### src/rtl/mmio_pkg.sv
// rtl/mmio_pkg.sv - shared IO offsets, timer control bits and target-select type for mmio_bridge
package mmio_pkg;

    localparam logic [31:0] IO_BASE_DEFAULT = 32'hFFFF_FF00;

    localparam logic [7:0] OFS_LED    = 8'h00;
    localparam logic [7:0] OFS_SW     = 8'h04;
    localparam logic [7:0] OFS_TCTRL  = 8'h08;
    localparam logic [7:0] OFS_TLOAD  = 8'h0C;
    localparam logic [7:0] OFS_TCOUNT = 8'h10;
    localparam logic [7:0] OFS_TSTAT  = 8'h14;
    localparam logic [7:0] OFS_FAULT  = 8'h18;

    localparam int TCTRL_EN   = 0;
    localparam int TCTRL_AUTO = 1;
    localparam int TCTRL_IE   = 2;

    typedef enum logic [1:0] {
        SEL_RAM,
        SEL_IO,
        SEL_NONE
    } sel_t;

endpackage

### src/rtl/mmio_timer.sv
// rtl/mmio_timer.sv - prescaled down-counting timer with sticky expiry flag and interrupt
module mmio_timer
    import mmio_pkg::*;
#(
    parameter int PRESC = 4
) (
    input  logic        clk,
    input  logic        rst,
    input  logic        wr,
    input  logic [7:0]  ofs,
    input  logic [31:0] wd,
    output logic [31:0] rd,
    output logic        hit,
    output logic        irq
);

    localparam int PW = (PRESC > 1) ? $clog2(PRESC) : 1;
    localparam logic [PW-1:0] PRESC_LAST = PW'(PRESC - 1);

    logic [PW-1:0] presc;
    logic [2:0]    ctrl;
    logic [31:0]   tload;
    logic [31:0]   tcount;
    logic          exp_flag;
    logic          wr_ctrl, wr_load, wr_stat, tick, expire;

    assign wr_ctrl = wr && (ofs == OFS_TCTRL);
    assign wr_load = wr && (ofs == OFS_TLOAD);
    assign wr_stat = wr && (ofs == OFS_TSTAT);
    assign tick    = ctrl[TCTRL_EN] && (presc == PRESC_LAST);
    assign expire  = tick && (tcount == 32'd0);
    assign irq     = exp_flag && ctrl[TCTRL_IE];

    always_ff @(posedge clk or negedge rst) begin
        if (!rst) begin
            presc    <= '0;
            ctrl     <= 3'd0;
            tload    <= 32'd0;
            tcount   <= 32'd0;
            exp_flag <= 1'b0;
        end else begin
            if (!ctrl[TCTRL_EN] || tick || wr_load)
                presc <= '0;
            else
                presc <= presc + 1'b1;

            // A control write overrides the one-shot self-disable.
            if (wr_ctrl)
                ctrl <= wd[2:0];
            else if (expire && !ctrl[TCTRL_AUTO])
                ctrl[TCTRL_EN] <= 1'b0;

            if (wr_load) begin
                tload  <= wd;
                tcount <= wd;
            end else if (tick) begin
                if (tcount != 32'd0)
                    tcount <= tcount - 32'd1;
                else if (ctrl[TCTRL_AUTO])
                    tcount <= tload;
            end

            if (expire)
                exp_flag <= 1'b1;
            else if (wr_stat && wd[0])
                exp_flag <= 1'b0;
        end
    end

    always_comb begin
        rd  = 32'd0;
        hit = 1'b1;
        case (ofs)
            OFS_TCTRL:  rd = {29'd0, ctrl};
            OFS_TLOAD:  rd = tload;
            OFS_TCOUNT: rd = tcount;
            OFS_TSTAT:  rd = {31'd0, exp_flag};
            default:    hit = 1'b0;
        endcase
    end

endmodule

### src/rtl/mmio_bridge.sv
// rtl/mmio_bridge.sv - CPU memory-port decoder to RAM, LED/switch/timer registers; MMIO_BUS_FAULT_EN adds fault capture
module mmio_bridge
    import mmio_pkg::*;
#(
    parameter int          RAM_AW  = 12,
    parameter int          PRESC   = 4,
    parameter logic [31:0] IO_BASE = IO_BASE_DEFAULT
) (
    input  logic              clk,
    input  logic              rst,
    input  logic [31:0]       adr,
    input  logic [31:0]       writedata,
    input  logic              MemWrite,
    output logic [31:0]       readdata,
    output logic [RAM_AW-1:0] ram_adr,
    output logic              ram_we,
    output logic [31:0]       ram_wd,
    input  logic [31:0]       ram_rd,
    output logic [15:0]       led,
    input  logic [15:0]       sw,
    output logic              irq,
    output logic              bus_fault
);

    sel_t        sel;
    logic [7:0]  ofs;
    logic        io_we, io_valid;
    logic [31:0] io_rd, tmr_rd;
    logic        tmr_hit;
    logic [15:0] sw_meta, sw_sync;
`ifdef MMIO_BUS_FAULT_EN
    logic        fault_flag, fault_ev, fault_clr;
    logic [31:0] fault_adr;
`endif

    assign ofs = {adr[7:2], 2'b00};

    always_comb begin
        if ((adr >> (RAM_AW + 2)) == 32'd0)
            sel = SEL_RAM;
        else if (adr[31:8] == IO_BASE[31:8])
            sel = SEL_IO;
        else
            sel = SEL_NONE;
    end

    assign ram_adr = adr[RAM_AW+1:2];
    assign ram_we  = MemWrite && (sel == SEL_RAM);
    assign ram_wd  = writedata;
    assign io_we   = MemWrite && (sel == SEL_IO);

    mmio_timer #(.PRESC(PRESC)) u_timer (
        .clk (clk),
        .rst (rst),
        .wr  (io_we),
        .ofs (ofs),
        .wd  (writedata),
        .rd  (tmr_rd),
        .hit (tmr_hit),
        .irq (irq)
    );

    always_ff @(posedge clk or negedge rst) begin
        if (!rst) begin
            led     <= 16'd0;
            sw_meta <= 16'd0;
            sw_sync <= 16'd0;
        end else begin
            sw_meta <= sw;
            sw_sync <= sw_meta;
            if (io_we && (ofs == OFS_LED))
                led <= writedata[15:0];
        end
    end

    always_comb begin
        io_rd    = tmr_rd;
        io_valid = tmr_hit;
        case (ofs)
            OFS_LED: begin io_rd = {16'd0, led};     io_valid = 1'b1; end
            OFS_SW:  begin io_rd = {16'd0, sw_sync}; io_valid = 1'b1; end
`ifdef MMIO_BUS_FAULT_EN
            OFS_FAULT: begin io_rd = fault_adr;      io_valid = 1'b1; end
`endif
            default: ;
        endcase
    end

    always_comb begin
        readdata = 32'd0;
        case (sel)
            SEL_RAM: readdata = ram_rd;
            SEL_IO:  readdata = io_valid ? io_rd : 32'd0;
            default: ;
        endcase
    end

`ifdef MMIO_BUS_FAULT_EN
    // Every cycle presents an access, so a sustained bad address keeps re-asserting the event.
    assign fault_ev  = (sel == SEL_NONE) || ((sel == SEL_IO) && !io_valid);
    assign fault_clr = io_we && (ofs == OFS_FAULT);
    assign bus_fault = fault_flag;

    always_ff @(posedge clk or negedge rst) begin
        if (!rst) begin
            fault_flag <= 1'b0;
            fault_adr  <= 32'd0;
        end else if (fault_ev && (!fault_flag || fault_clr)) begin
            fault_flag <= 1'b1;
            fault_adr  <= adr;
        end else if (fault_clr) begin
            fault_flag <= 1'b0;
            fault_adr  <= 32'd0;
        end
    end
`else
    assign bus_fault = 1'b0;
`endif

endmodule

### config.mk
export PLATFORM = sky130hd
export DESIGN_NAME = mmio_bridge
export DESIGN_NICKNAME = d
export VERILOG_FILES = /design/src/rtl/mmio_pkg.sv /design/src/rtl/mmio_timer.sv /design/src/rtl/mmio_bridge.sv
export SDC_FILE = /design/constraint.sdc
export NUM_CORES = 1
export LEC_CHECK = 0
export ABC_AREA = 0
export ABC_CLOCK_PERIOD_IN_PS = 5300
export CAP_MARGIN = 40
export CORE_MARGIN = 5
export CORE_UTILIZATION = 35
export CTS_CLUSTER_DIAMETER = 80
export CTS_CLUSTER_SIZE = 25
export DETAILED_ROUTE_END_ITERATION = 8
export GPL_TIMING_DRIVEN = 0
export PLACE_DENSITY_LB_ADDON = 0.05
export SYNTH_ARGS = -nofsm -noshare
export SYNTH_HDL_FRONTEND = slang
export SYNTH_SLANG_ARGS = --single-unit
### constraint.sdc
create_clock -name clk -period 5.3 [get_ports clk]
set_clock_uncertainty 0.15 [all_clocks]
set_input_delay 1.59 -clock clk [delete_from_list [all_inputs] [get_ports clk]]
set_output_delay 1.59 -clock clk [all_outputs]
set_load 0.02 [all_outputs]
**Yosys cells after proc, flatten, opt, wreduce, memory -nomap -nowiden**

Cells that the tools add are included.

- Register bits: 118
- Input port bits: 115
- Output and inout port bits: 95
- Logic and storage cells: 63

- $add $sub $neg: 2
- Eq/ne operators: 8
- Muxes and demuxes: 17
- Reduce and logical (&&, ||, !) cells: 27

Operator list:

| kind | number |
|---|---|
| $mux 32 | 5 |
| $pmux 32 s2 | 2 |
| $pmux 32 s4 | 1 |
| $logic_not 32->1 | 2 |
| $reduce_bool 32->1 | 1 |
| $sub 32x1->32 const B | 1 |
| $eq 24x24->1 const B | 1 |
| $eq 6x2->1 const B | 2 |
| $eq 6x3->1 const B | 2 |
| $logic_and 1x1->1 | 11 |
| $logic_not 8->1 | 1 |
| $eq 6x1->1 const B | 1 |
| $mux 1 | 6 |
| $mux 2 | 3 |
| $reduce_bool 2->1 | 3 |
| $reduce_or 4->1 | 1 |
| $reduce_bool 3->1 | 1 |
| $add 2x1->2 const B | 1 |
| $eq 2x1->1 const B | 1 |
| $eq 2x2->1 const B | 1 |
| $logic_not 1->1 | 2 |
| $logic_not 2->1 | 1 |
| $logic_or 1x1->1 | 2 |
| $reduce_and 2->1 | 1 |
| $reduce_or 2->1 | 1 |

**Longest topological paths before layout**

- Depth after elaboration: 9
- Mapped depth: 10

**Modules after synthesis**

From an unflattened synthesis, not the netlist that was laid out.

- Cell total of the unflattened synthesis: 749
- Area, all modules: 7101.8 um2

Modules (own cells, without submodules):

| module | instances | cells each | area each (um2) | sequential area each (um2) |
|---|---|---|---|---|
| mmio_timer | 1 | 505 | 4269.1 | 1751.7 |
| mmio_bridge | 1 | 244 | 2832.7 | 1201.2 |

**Least setup slack after synthesis**

Ideal clock, no wire load.

- Path type: input to output
- From: input adr[4]
- To: output readdata[20]
- Arrival: 3.399 ns
- Required time: 3.560 ns
- Setup slack: 0.161 ns
- Cell stages on the path: 7
- Path buffers: 3
- Cell sequence: clkbuf_1 > nor2b_1 > and3_1 > clkbuf_1 > clkbuf_1 > a22oi_1 > o21ai_0

- Word-level cells in the longest chain between the ends: 6
- Elaborated cells between the ends (all ways): 14
- Those cells by class: eq/ne: 5; mux: 6; reduce/logical: 3

RTL lines:

| element | line | text |
|---|---|---|
| start, declared | mmio_bridge.sv:11 | `input logic [31:0] adr,` |
| $eq 6x3->1 or $eq 6x2->1 (tied branches) | mmio_timer.sv:73 | `case (ofs)` |
| $reduce_or 4->1 (no line) | - |  |
| $mux 1 | mmio_timer.sv:73 |  |
| $mux 1 | mmio_bridge.sv:79 | `case (ofs)` |
| $mux 32 * | mmio_bridge.sv:93 | `SEL_IO: readdata = io_valid ? io_rd : 32'd0;` |
| $pmux 32 s2 * | mmio_bridge.sv:91 | `case (sel)` |
| end, declared | mmio_bridge.sv:14 | `output logic [31:0] readdata,` |

Every way passes the cells marked *; elsewhere a longest branch is shown, timed or not.

**Final worst setup path**

- From: input adr[17]
- To: output readdata[5]

- Word-level cells in the longest chain between the ends: 5
- Elaborated cells between the ends (all ways): 7
- Those cells by class: eq/ne: 2; mux: 3; reduce/logical: 2

RTL lines:

| element | line | text |
|---|---|---|
| $eq 24x24->1 | mmio_bridge.sv:41 | `else if (adr[31:8] == IO_BASE[31:8])` |
| $mux 2 | mmio_bridge.sv:41 |  |
| $mux 2 * | mmio_bridge.sv:39 | `if ((adr >> (RAM_AW + 2)) == 32'd0)` |
| $eq 2x1->1 or $logic_not 2->1 (tied branches) | mmio_bridge.sv:91 |  |
| $pmux 32 s2 * | mmio_bridge.sv:91 |  |

Marks and branches as above.

==> flow_summary.ini <==
[critical_path]
max_stage_delay_ns = 0.44
cp_max_fo = 5
worstSetupPathType = primary input to output pin
crit_buf_inv = 4
critPathSlowestCell = or4_4
critPathRequiredTime_ns = 3.56
cp.depth = 8
path_cells = clkdlybuf4s50_1, or4_4, nor4_4, buf_4, clkbuf_16, nand2_1, o221ai_1, buf_4
critPathLaunchType = primary input
crit_family = buffers and inverters
reg2reg_depth = 9
critPathMostFrequentCell = buf_4
end_kind = output pin
crit_arrival_ns = 3.52

[run]
cap_viol_max_count = 0

[status]
outcome = completed

[power]
clkPwrFrac_pct = 48.8
power.density_mw_per_mm2 = 224.6
share_seq_of_total_power_pct = 41.2
power.internal_w = 0.001696
p_switching_w = 0.0005300
switching_share_pct = 23.81
peakVddDrop_mv = 0.2260
p_leak_nw = 4.297
power_frac_comb_pct = 10.0
total_power_w = 0.002226

[place]
port_buffers = 206
dp_hpwl_um = 17600
gp_congestion = 0.9210
place_area_sq_mm = 0.009112

[timing]
relSlewSlack_pct = 37.72
rsz0062_at_grt = yes
fin_crit_sh_pct = 99.22
final_max_slew_viol_count = 0
worst_pin_slew_ns = 0.9270
fmaxAchievable_mhz = 190.2
setup_viol = 0
final_hold_viol_count = 0
period_needed_ns = 5.259

[synth]
syn_nets = 869
seq_area_frac_synth_pct = 44.03
ys_ff_latch = 118
synth-edff-count = 0
syn_inst = 751
synth_area_per_cell_sq_um = 8.930
synth-main-ff-cell = dfrtp_1
synth_warnings = 0
syn_area_sq_mm = 0.006706
ys_types = 60
async_reset_ff_share_pct = 100.0

[cells_and_area]
final_cell_mix = nand2_1, clkdlybuf4s50_1, dfrtp_1
fin_nets = 1107
antenna_cells = 0
layout_commonest_cell = nand2_1
final_area_sq_mm = 0.009913
syn2layout_area_growth_pct = 47.82
drive_gt1_share_pct = 20.16

[floorplan]
floorplan.initialDensity_pct = 35.73
die_w_um = 148.4
core-area_sq_mm = 0.01877
pin_count = 210
rows = 50
die_y_um = 148.4
die_area_sq_mm = 0.02203

[drt]
vias = 6679
ant_nets = 0
vias_per_cell = 5.404
wl_um = 24400
post-route-drc-count = 0
drt_iter0_drc = 496
post_drt_wl_per_cell_um = 19.74
dr.pass1.iters = 5

[worst_hold_path]
min_path_type = register to register
hold_depth = 0

[clock_tree]
cts_root_buffer = clkbuf_16
clock_latency_ns = 0.42
cts_tree = done
ctsLongestPathBuffers = 2
cts_hold_buf = 0
numCtsBuffers = 17
clkSlewWorstSetupHoldPaths_ns = 0.05
htreeDepth = 4
cts_sinks = 118

[grt]
grt.overflow.total = 0
grt_usage_pct = 22.10
antenna_found_initial = 1
grt_pass1_vias = 6836
grt_pass1_wl_um = 38220
grt_max_degree = 62
repair_timing:
action                                  CTS  global route
cloned                                    1             1
endpoints found under the setup margin   33            32
pin swaps                                25             5
gates resized for setup                 252            30
setup buffers                             7             2
power groups by stage:
stage / combinational, W / sequential (W) / clock [W]
floorplan: 0.0000683 / 0.000932 / 0
detailed placement: 0.000225 / 0.000933 / 0
CTS: 0.000226 / 0.000917 / 0.00110
finish: 0.000223 / 0.000917 / 0.00109
global route: 0.000240 / 0.000917 / 0.00114
global placement: 0.000222 / 0.000933 / 0
Yosys cell counts, types with 3 or more instances:
library cell    n  area (sq um)
o211ai_1        5         37.54
a22o_1          3         26.28
mux2_2         20         225.2
o21ai_1         6         30.03
nand4_1        16         100.1
nor2_1         38         142.6
buf_2           5         25.02
a21oi_1        20         100.1
nor4_1         19         118.9
dfrtp_1       118          2953
a2bb2oi_1       5         43.79
a211oi_1        4         30.03
and3_1          6         37.54
nor3_1         14         70.07
nand3_1        16         80.08
xor2_1          7         61.31
o221ai_1       17         148.9
nor2b_1         3         18.77
nor4b_1         4         35.03
o31ai_1         4         30.03
o22a_1          6         52.55
or4_1           7         52.55
and2_1          5         31.28
nand2_1       151         566.8
clkbuf_1       36         135.1
a22oi_1        32         240.2
buf_4          47         352.8
o21ai_0        55         275.3
mux2i_1        19         190.2
or2_2           3         18.77
inv_1          12         45.04
or3_1           5         31.28
xnor2_1         6         52.55
ha_1            3         37.54
kinds of logic (layout without fill, tap and decap cells):
kind of cell	Yosys count	after routing	synth area share [%]
other cells	1	1	0.05592
simple gates	298	298	20.91
compound gates	176	176	17.56
flops	118	118	44.03
buf+inv	102	353	8.657
fa+ha+maj	3	3	0.5598
xor+xnor	13	13	1.698
mux	40	40	6.530
stage by stage:
stage / utilization [%] / setup WS, ns / cells / setup TNS [ns] / hold slack, ns
after floorplan: - / 0.1606 / 751 / 0 / 0.1812
final: 52.82 / 0.04140 / 1236 / 0 / 0.1957
after CTS: 53.09 / 0.002665 / 1234 / 0 / 0.1974
after global placement: 48.28 / -2.325 / 1191 / -322.06 / 0.1818
after global routing: 52.82 / -0.007852 / 1236 / -0.009462 / 0.2033
after detailed placement: 48.55 / -1.480 / 1195 / -42.92 / 0.1847
worst paths after layout:
check	start	to	slack, ns
max	adr[17]	readdata[5]	0.04
min	sw_meta[8]	sw_sync[8]	0.20
max reg2reg	u_timer.tcount[0]	u_timer.tcount[31]	1.84
min reg2reg	sw_meta[8]	sw_sync[8]	0.20
max in group asynchronous	rst	u_timer.tcount[28]	3.34
min in group asynchronous	rst	sw_meta[4]	0.97
final cells by class:
cell class	count	area, sq um
Clock inverter	12	105.1
Buffer	89	654.4
Multi-Input combinational cell	531	3337
Timing Repair Buffer	220	2079
Tap cell	234	292.8
Sequential cell	118	2953
Clock buffer	20	446.7
Inverter	12	45.04
Fill cell	1783	8855
state kept, by name (all words and copies together) (netlist names):
name and cells:
u_timer.tload 32, u_timer.exp_flag 1, led 16, sw_sync 16
sw_meta 16, u_timer.ctrl 3, u_timer.presc 2, u_timer.tcount 32
per-layer routing:
layer  track usage [%]  vias up  share of wire [%]
met2             36.83      270                 48
met3             5.484       33                7.2
met4             5.173        0                1.7
met5                 0        -                  0
li1                  -     3177                  -
met1             29.06     3199                 43
Power figures use the tool's default switching activity.
